==> config.mk <==
export PLATFORM = sky130hd
export DESIGN_NAME = adsr_envelope_generator
export DESIGN_NICKNAME = d
export VERILOG_FILES = /design/src/rtl/adsr_envelope_generator.sv
export SDC_FILE = /design/constraint.sdc
export NUM_CORES = 1
export LEC_CHECK = 0
export ABC_AREA = 1
export BUFFER_PORTS_ARGS = -buffer_cell sky130_fd_sc_hd__buf_2
export CAP_MARGIN = 20
export CORE_MARGIN = 4
export CORE_UTILIZATION = 50
export DETAILED_ROUTE_END_ITERATION = 10
export PLACE_DENSITY = 0.74
export SLEW_MARGIN = 40
export SYNTH_ARGS = -nofsm -noshare
export SYNTH_HDL_FRONTEND = slang
export SYNTH_SLANG_ARGS = --single-unit
==> constraint.sdc <==
create_clock -name audio_tick -period 2.3 [get_ports audio_tick]
set_clock_uncertainty 0.1 [all_clocks]
set_input_delay 0.46 -clock audio_tick [delete_from_list [all_inputs] [get_ports audio_tick]]
set_output_delay 0.46 -clock audio_tick [all_outputs]
set_load 0.1 [all_outputs]
==> src/rtl/adsr_envelope_generator.sv <==
// Four-stage ADSR envelope clocked by the audio sample tick, with a level gate and live rate/sustain inputs.
// Define ADSR_EXP_RELEASE_EN for an exponential release; otherwise the release is linear.
module adsr_envelope_generator #(
  parameter int GAIN_W        = 10,
  parameter int RATE_W        = 8,
  parameter int ATTACK_STEP   = 32,
  parameter int DECAY_STEP    = 16,
  parameter int RELEASE_STEP  = 32,
  parameter int RELEASE_SHIFT = 4
) (
  input  logic              audio_tick,
  input  logic              reset_n,
  input  logic              gate,
  input  logic [RATE_W-1:0] attack_rate,
  input  logic [RATE_W-1:0] decay_rate,
  input  logic [RATE_W-1:0] release_rate,
  input  logic [GAIN_W-1:0] sustain_level,
  output logic [GAIN_W-1:0] gain,
  output logic              active,
  output logic [2:0]        env_state
);

  typedef enum logic [2:0] {
    IDLE    = 3'd0,
    ATTACK  = 3'd1,
    DECAY   = 3'd2,
    SUSTAIN = 3'd3,
    RELEASE = 3'd4
  } state_e;

  localparam logic [GAIN_W:0] MAX_EXT = (GAIN_W+1)'((1 << GAIN_W) - 1);
  localparam logic [GAIN_W:0] ATK_EXT = (GAIN_W+1)'(ATTACK_STEP);
  localparam logic [GAIN_W:0] DEC_EXT = (GAIN_W+1)'(DECAY_STEP);

  state_e              state_q, state_d;
  logic [GAIN_W-1:0]   gain_q, gain_d;
  logic [RATE_W-1:0]   div_q, div_d;
  logic                gate_prev_q;
  logic                active_q, active_d;

  logic                rise, fall, step;
  logic [RATE_W-1:0]   cur_rate;
  logic [GAIN_W:0]     gain_ext;

  assign rise     = gate & ~gate_prev_q;
  assign fall     = ~gate & gate_prev_q;
  assign gain_ext = {1'b0, gain_q};

`ifdef ADSR_EXP_RELEASE_EN
  logic [GAIN_W-1:0] exp_dec;
  // Shifted decrement never drops below 1 so the tail always reaches zero.
  always_comb begin
    exp_dec = gain_q >> RELEASE_SHIFT;
    if (exp_dec == '0) exp_dec = GAIN_W'(1);
  end
`endif

  always_comb begin
    cur_rate = '0;
    case (state_q)
      ATTACK:  cur_rate = attack_rate;
      DECAY:   cur_rate = decay_rate;
      RELEASE: cur_rate = release_rate;
      default: cur_rate = '0;
    endcase
    step = (div_q == cur_rate);
  end

  always_comb begin
    state_d = state_q;
    gain_d  = gain_q;
    div_d   = step ? '0 : div_q + 1'b1;

    if (rise) begin
      // Retrigger keeps the current gain so the new attack starts without a click.
      state_d = ATTACK;
      div_d   = '0;
    end else if (fall && (state_q == ATTACK || state_q == DECAY || state_q == SUSTAIN)) begin
      state_d = RELEASE;
      div_d   = '0;
    end else begin
      case (state_q)
        IDLE: begin
          gain_d = '0;
          div_d  = '0;
        end
        ATTACK: if (step) begin
          if (gain_ext + ATK_EXT >= MAX_EXT) begin
            gain_d  = MAX_EXT[GAIN_W-1:0];
            state_d = DECAY;
          end else begin
            gain_d = gain_q + GAIN_W'(ATTACK_STEP);
          end
        end
        DECAY: if (step) begin
          if (gain_ext <= {1'b0, sustain_level} + DEC_EXT) begin
            gain_d  = sustain_level;
            state_d = SUSTAIN;
          end else begin
            gain_d = gain_q - GAIN_W'(DECAY_STEP);
          end
        end
        SUSTAIN: begin
          gain_d = sustain_level;
          div_d  = '0;
        end
        RELEASE: if (step) begin
`ifdef ADSR_EXP_RELEASE_EN
          if (gain_q <= exp_dec) begin
            gain_d  = '0;
            state_d = IDLE;
          end else begin
            gain_d = gain_q - exp_dec;
          end
`else
          if (gain_ext <= (GAIN_W+1)'(RELEASE_STEP)) begin
            gain_d  = '0;
            state_d = IDLE;
          end else begin
            gain_d = gain_q - GAIN_W'(RELEASE_STEP);
          end
`endif
        end
        default: begin
          state_d = IDLE;
          gain_d  = '0;
          div_d   = '0;
        end
      endcase
    end

    active_d = (state_d != IDLE);
  end

  always_ff @(posedge audio_tick or negedge reset_n) begin
    if (!reset_n) begin
      state_q     <= IDLE;
      gain_q      <= '0;
      div_q       <= '0;
      gate_prev_q <= 1'b0;
      active_q    <= 1'b0;
    end else begin
      state_q     <= state_d;
      gain_q      <= gain_d;
      div_q       <= div_d;
      gate_prev_q <= gate;
      active_q    <= active_d;
    end
  end

  assign gain      = gain_q;
  assign active    = active_q;
  assign env_state = state_q;

endmodule

==> impl_metrics.yaml <==
yosys:
  syn_inst: 342
  ys_seq_elements: 23
  synth_edf_count: 0
  synthArstFlopShare_pct: 100
  synth_warnings: 0
  yosysUniqueCellTypes: 36
  post_synth.cell_area_avg_sq_um: 6.78
  synth_area_sq_mm: 0.00232
  synth_seq_area_share_pct: 24.8
  synth_top_flop_cell: "sky130_fd_sc_hd__dfrtp_1"
  synth_nets: 398
placed_design:
  place.detailed.instances: 458
  gp_congestion: 0.974
  dpl.hpwl_um: 4910
  io_buffer_count: 50
floorplan:
  io_pins: 51
  initial_core_util_pct: 52.5
  floorplan.core_area_sq_mm: 0.00441
  fp.dieW_um: 76.1
  die_area_sq_mm: 0.00579
  row_count: 24
  fp.dieH_um: 76.1
routing:
  routed_wirelength_um: 6290
  post-route-drc-count: 0
  wl_per_cell_um: 13.6
  drtIter0Drc: 123
  number_of_nets_with_antenna_violations_after_routing: 0
  drtPass1Iterations: 5
  viasPerCell: 5.38
  route.vias.total: 2495
sta:
  report.final.hold_viol_count: 0
  final_min_period_over_clock_period_pct: 99.6
  max-slew-margin-rel_pct: 64.2
  grt_setup_unrepaired: "true"
  worstMarginPinSlew_ns: 0.538
  clock.fmax_ghz: 0.437
  number_of_max_slew_violations_in_the_final_report: 0
  finalSetupViolations: 0
  final.min_clock_period_ns: 2.29
setup_path:
  worst_setup_path_start_kind: "input port"
  timing.critical_path.arrival_ns: 2.38
  cp_data_required_time_ns: 2.39
  crit_path_end_kind: "flip-flop"
  crit-reg2reg-launch: "gain[5]"
  timing_worst_setup_path_type: "input port to flip-flop"
  crit_start: "sustain_level[5]"
  maximum_fanout_along_the_worst_path: 3
global_routing:
  largest_net_degree_at_the_start_of_global_routing: 24
  gr-usage-all-layers_pct: 20.8
  first_global_vias: 2391
  antenna_found_initial: 0
  congestion_overflow_gr: 0
  grt_pass1_wl_um: 10400
clock_tree:
  tritoncts: "done"
  cts.root.buffer_cell: "sky130_fd_sc_hd__clkbuf_8"
  holdBufCountCts: 0
  clkSinkCount: 23
  cts_inserted_buffers: 3
  cts.reportedPaths.clkPinSlew_ns: 0.08
  clock_tree.buffer_depth: 2
  htree_levels: 1
  worstSkewPairLatency_ns: 0.26
finish:
  leading_cell_type_in_the_layout_fill_and_taps_excluded: "sky130_fd_sc_hd__nand2_1"
  layout.cells.most_common_list: "sky130_fd_sc_hd__nand2_1 (86), sky130_fd_sc_hd__buf_2 (48), sky130_fd_sc_hd__inv_1 (45), sky130_fd_sc_hd__nand3_1 (33)"
  drive_gt1_share_pct: 31.3
  instances_no_fill: 464
  area_growth_syn_to_layout_pct: 26.4
  antenna_cells: 0
  layout.nets: 469
worst_hold_path:
  hold_path_class: "input port to asynchronous set/reset pin"
job:
  drv_cap: 0
power:
  power_dens_cells_mw_per_mm2: 1020
  p_total_mw: 2.98
  vdd_drop_max_uv: 860
  total_leakage_power_nw: 1.54
status:
  result_of_the_run: "finished clean"
## worst paths after layout
| path | end | slack, ns | cells past startpoint |
|---|---|---|---|
| max in group asynchronous | gain[5] | 1.62 | 1 |
| hold reg to reg | div_q[0] | 0.41 | 1 |
| setup / recovery | gain[7] | 0.009 | 17 |
| hold / removal | gain[3] | 0.08 | 1 |
| setup reg to reg | gain[4] | 0.12 | 12 |
| min in group audio_tick | gate_prev_q | 0.22 | 1 |
## critical path, stage by stage
cell and delay, ns:
sky130_fd_sc_hd__buf_4 0.13, sky130_fd_sc_hd__ha_4 0.17, sky130_fd_sc_hd__xnor2_2 0.13, sky130_fd_sc_hd__ha_1 0.32, sky130_fd_sc_hd__nand2_2 0.07, sky130_fd_sc_hd__nor2_2 0.11
sky130_fd_sc_hd__o21ai_1 0.08, sky130_fd_sc_hd__nand2_1 0.07, sky130_fd_sc_hd__nand2_1 0.07, sky130_fd_sc_hd__nand2_2 0.10, sky130_fd_sc_hd__nand3_4 0.11, sky130_fd_sc_hd__nor2_4 0.14
sky130_fd_sc_hd__buf_4 0.11, sky130_fd_sc_hd__o21ai_0 0.07, sky130_fd_sc_hd__nand3_1 0.09, sky130_fd_sc_hd__nand2_1 0.05, sky130_fd_sc_hd__o21ai_1 0.07
## cell families after synthesis
group / after synthesis / share of synthesized area [%]
compound gates: 35 / 8.31
xor+xnor: 14 / 5.29
buf+inv: 54 / 10.1
mux: 1 / 0.432
fa+ha+maj: 19 / 10.3
simple gates: 196 / 40.8
flops: 23 / 24.8
## state kept, by name, indices dropped and copies added, names as in the netlist
register and cells:
active 1, div_q 8, env_state 3, gain 10
gate_prev_q 1
## through the flow
stage          setup WS, ns  utilization [%]  TNS, ns  hold slack (ns)  instance area, sq um
6_report            0.00941             66.4        0           0.0751                  2930
5_1_grt             -0.0880             66.4   -0.557           0.0926                  2930
4_1_cts            0.000629             63.7        0           0.0771                  2810
3_5_place_dp         -0.343             62.4    -3.45            0.364                  2750
3_3_place_gp         -0.219             62.4    -2.25            0.367                  2750
2_1_floorplan        0.0410                -        0           0.0644                  2340
## what timing repair did
action / 4_1_cts / 5_1_grt
resized for setup: 4 / 27
pin swaps: 0 / 17
setup endpoints to repair: 10 / 20
setup buffers: 0 / 2
hold endpoints to repair: 0 / 0
## area by class of cell
cell class | count | area (sq um)
clock buffer | 4 | 45.0
fill | 406 | 1480
inverter | 49 | 191
multi-input combinational | 265 | 1610
sequential | 23 | 594
tap | 52 | 65.1
timing repair buffer | 71 | 420
## routing by layer
layer / up-vias / global-route usage (%) / wire length (um)
met3: 10 / 4.85 / 392
met5: - / 0 / 0
met2: 74 / 34.4 / 3000
li1: 1257 / - / -
met4: 0 / 5.42 / 80
met1: 1154 / 27.2 / 2810
## where the power goes
part	total, mW	leakage, nW	switching, mW	internal [mW]
clock	0.244	0.0228	0.121	0.123
combinational	2.06	1.23	1.45	0.603
sequential	0.681	0.284	0.160	0.520
## Yosys cell counts (2+ instances only)
master / instances / area, sq um
sky130_fd_sc_hd__buf_6: 3 / 33.8
sky130_fd_sc_hd__inv_1: 46 / 173
sky130_fd_sc_hd__nor2_4: 3 / 33.8
sky130_fd_sc_hd__a21oi_1: 13 / 65.1
sky130_fd_sc_hd__ha_1: 19 / 238
sky130_fd_sc_hd__xnor2_1: 2 / 17.5
sky130_fd_sc_hd__nor2_1: 26 / 97.6
sky130_fd_sc_hd__nor3_1: 7 / 35.0
sky130_fd_sc_hd__o21ai_1: 8 / 40.0
sky130_fd_sc_hd__nand2_1: 91 / 342
sky130_fd_sc_hd__o21ai_0: 6 / 30.0
sky130_fd_sc_hd__o22ai_1: 2 / 12.5
sky130_fd_sc_hd__nand2_4: 3 / 33.8
sky130_fd_sc_hd__nor2_2: 5 / 31.3
sky130_fd_sc_hd__or2_2: 2 / 12.5
sky130_fd_sc_hd__nand2_2: 2 / 12.5
sky130_fd_sc_hd__nand3_2: 3 / 30.0
sky130_fd_sc_hd__xor2_1: 12 / 105
sky130_fd_sc_hd__nand3_1: 35 / 175
sky130_fd_sc_hd__nand4_1: 15 / 93.8
sky130_fd_sc_hd__dfrtp_1: 23 / 576
sky130_fd_sc_hd__a21o_1: 2 / 15.0
No activity file was read; power rests on OpenSTA's default activity.
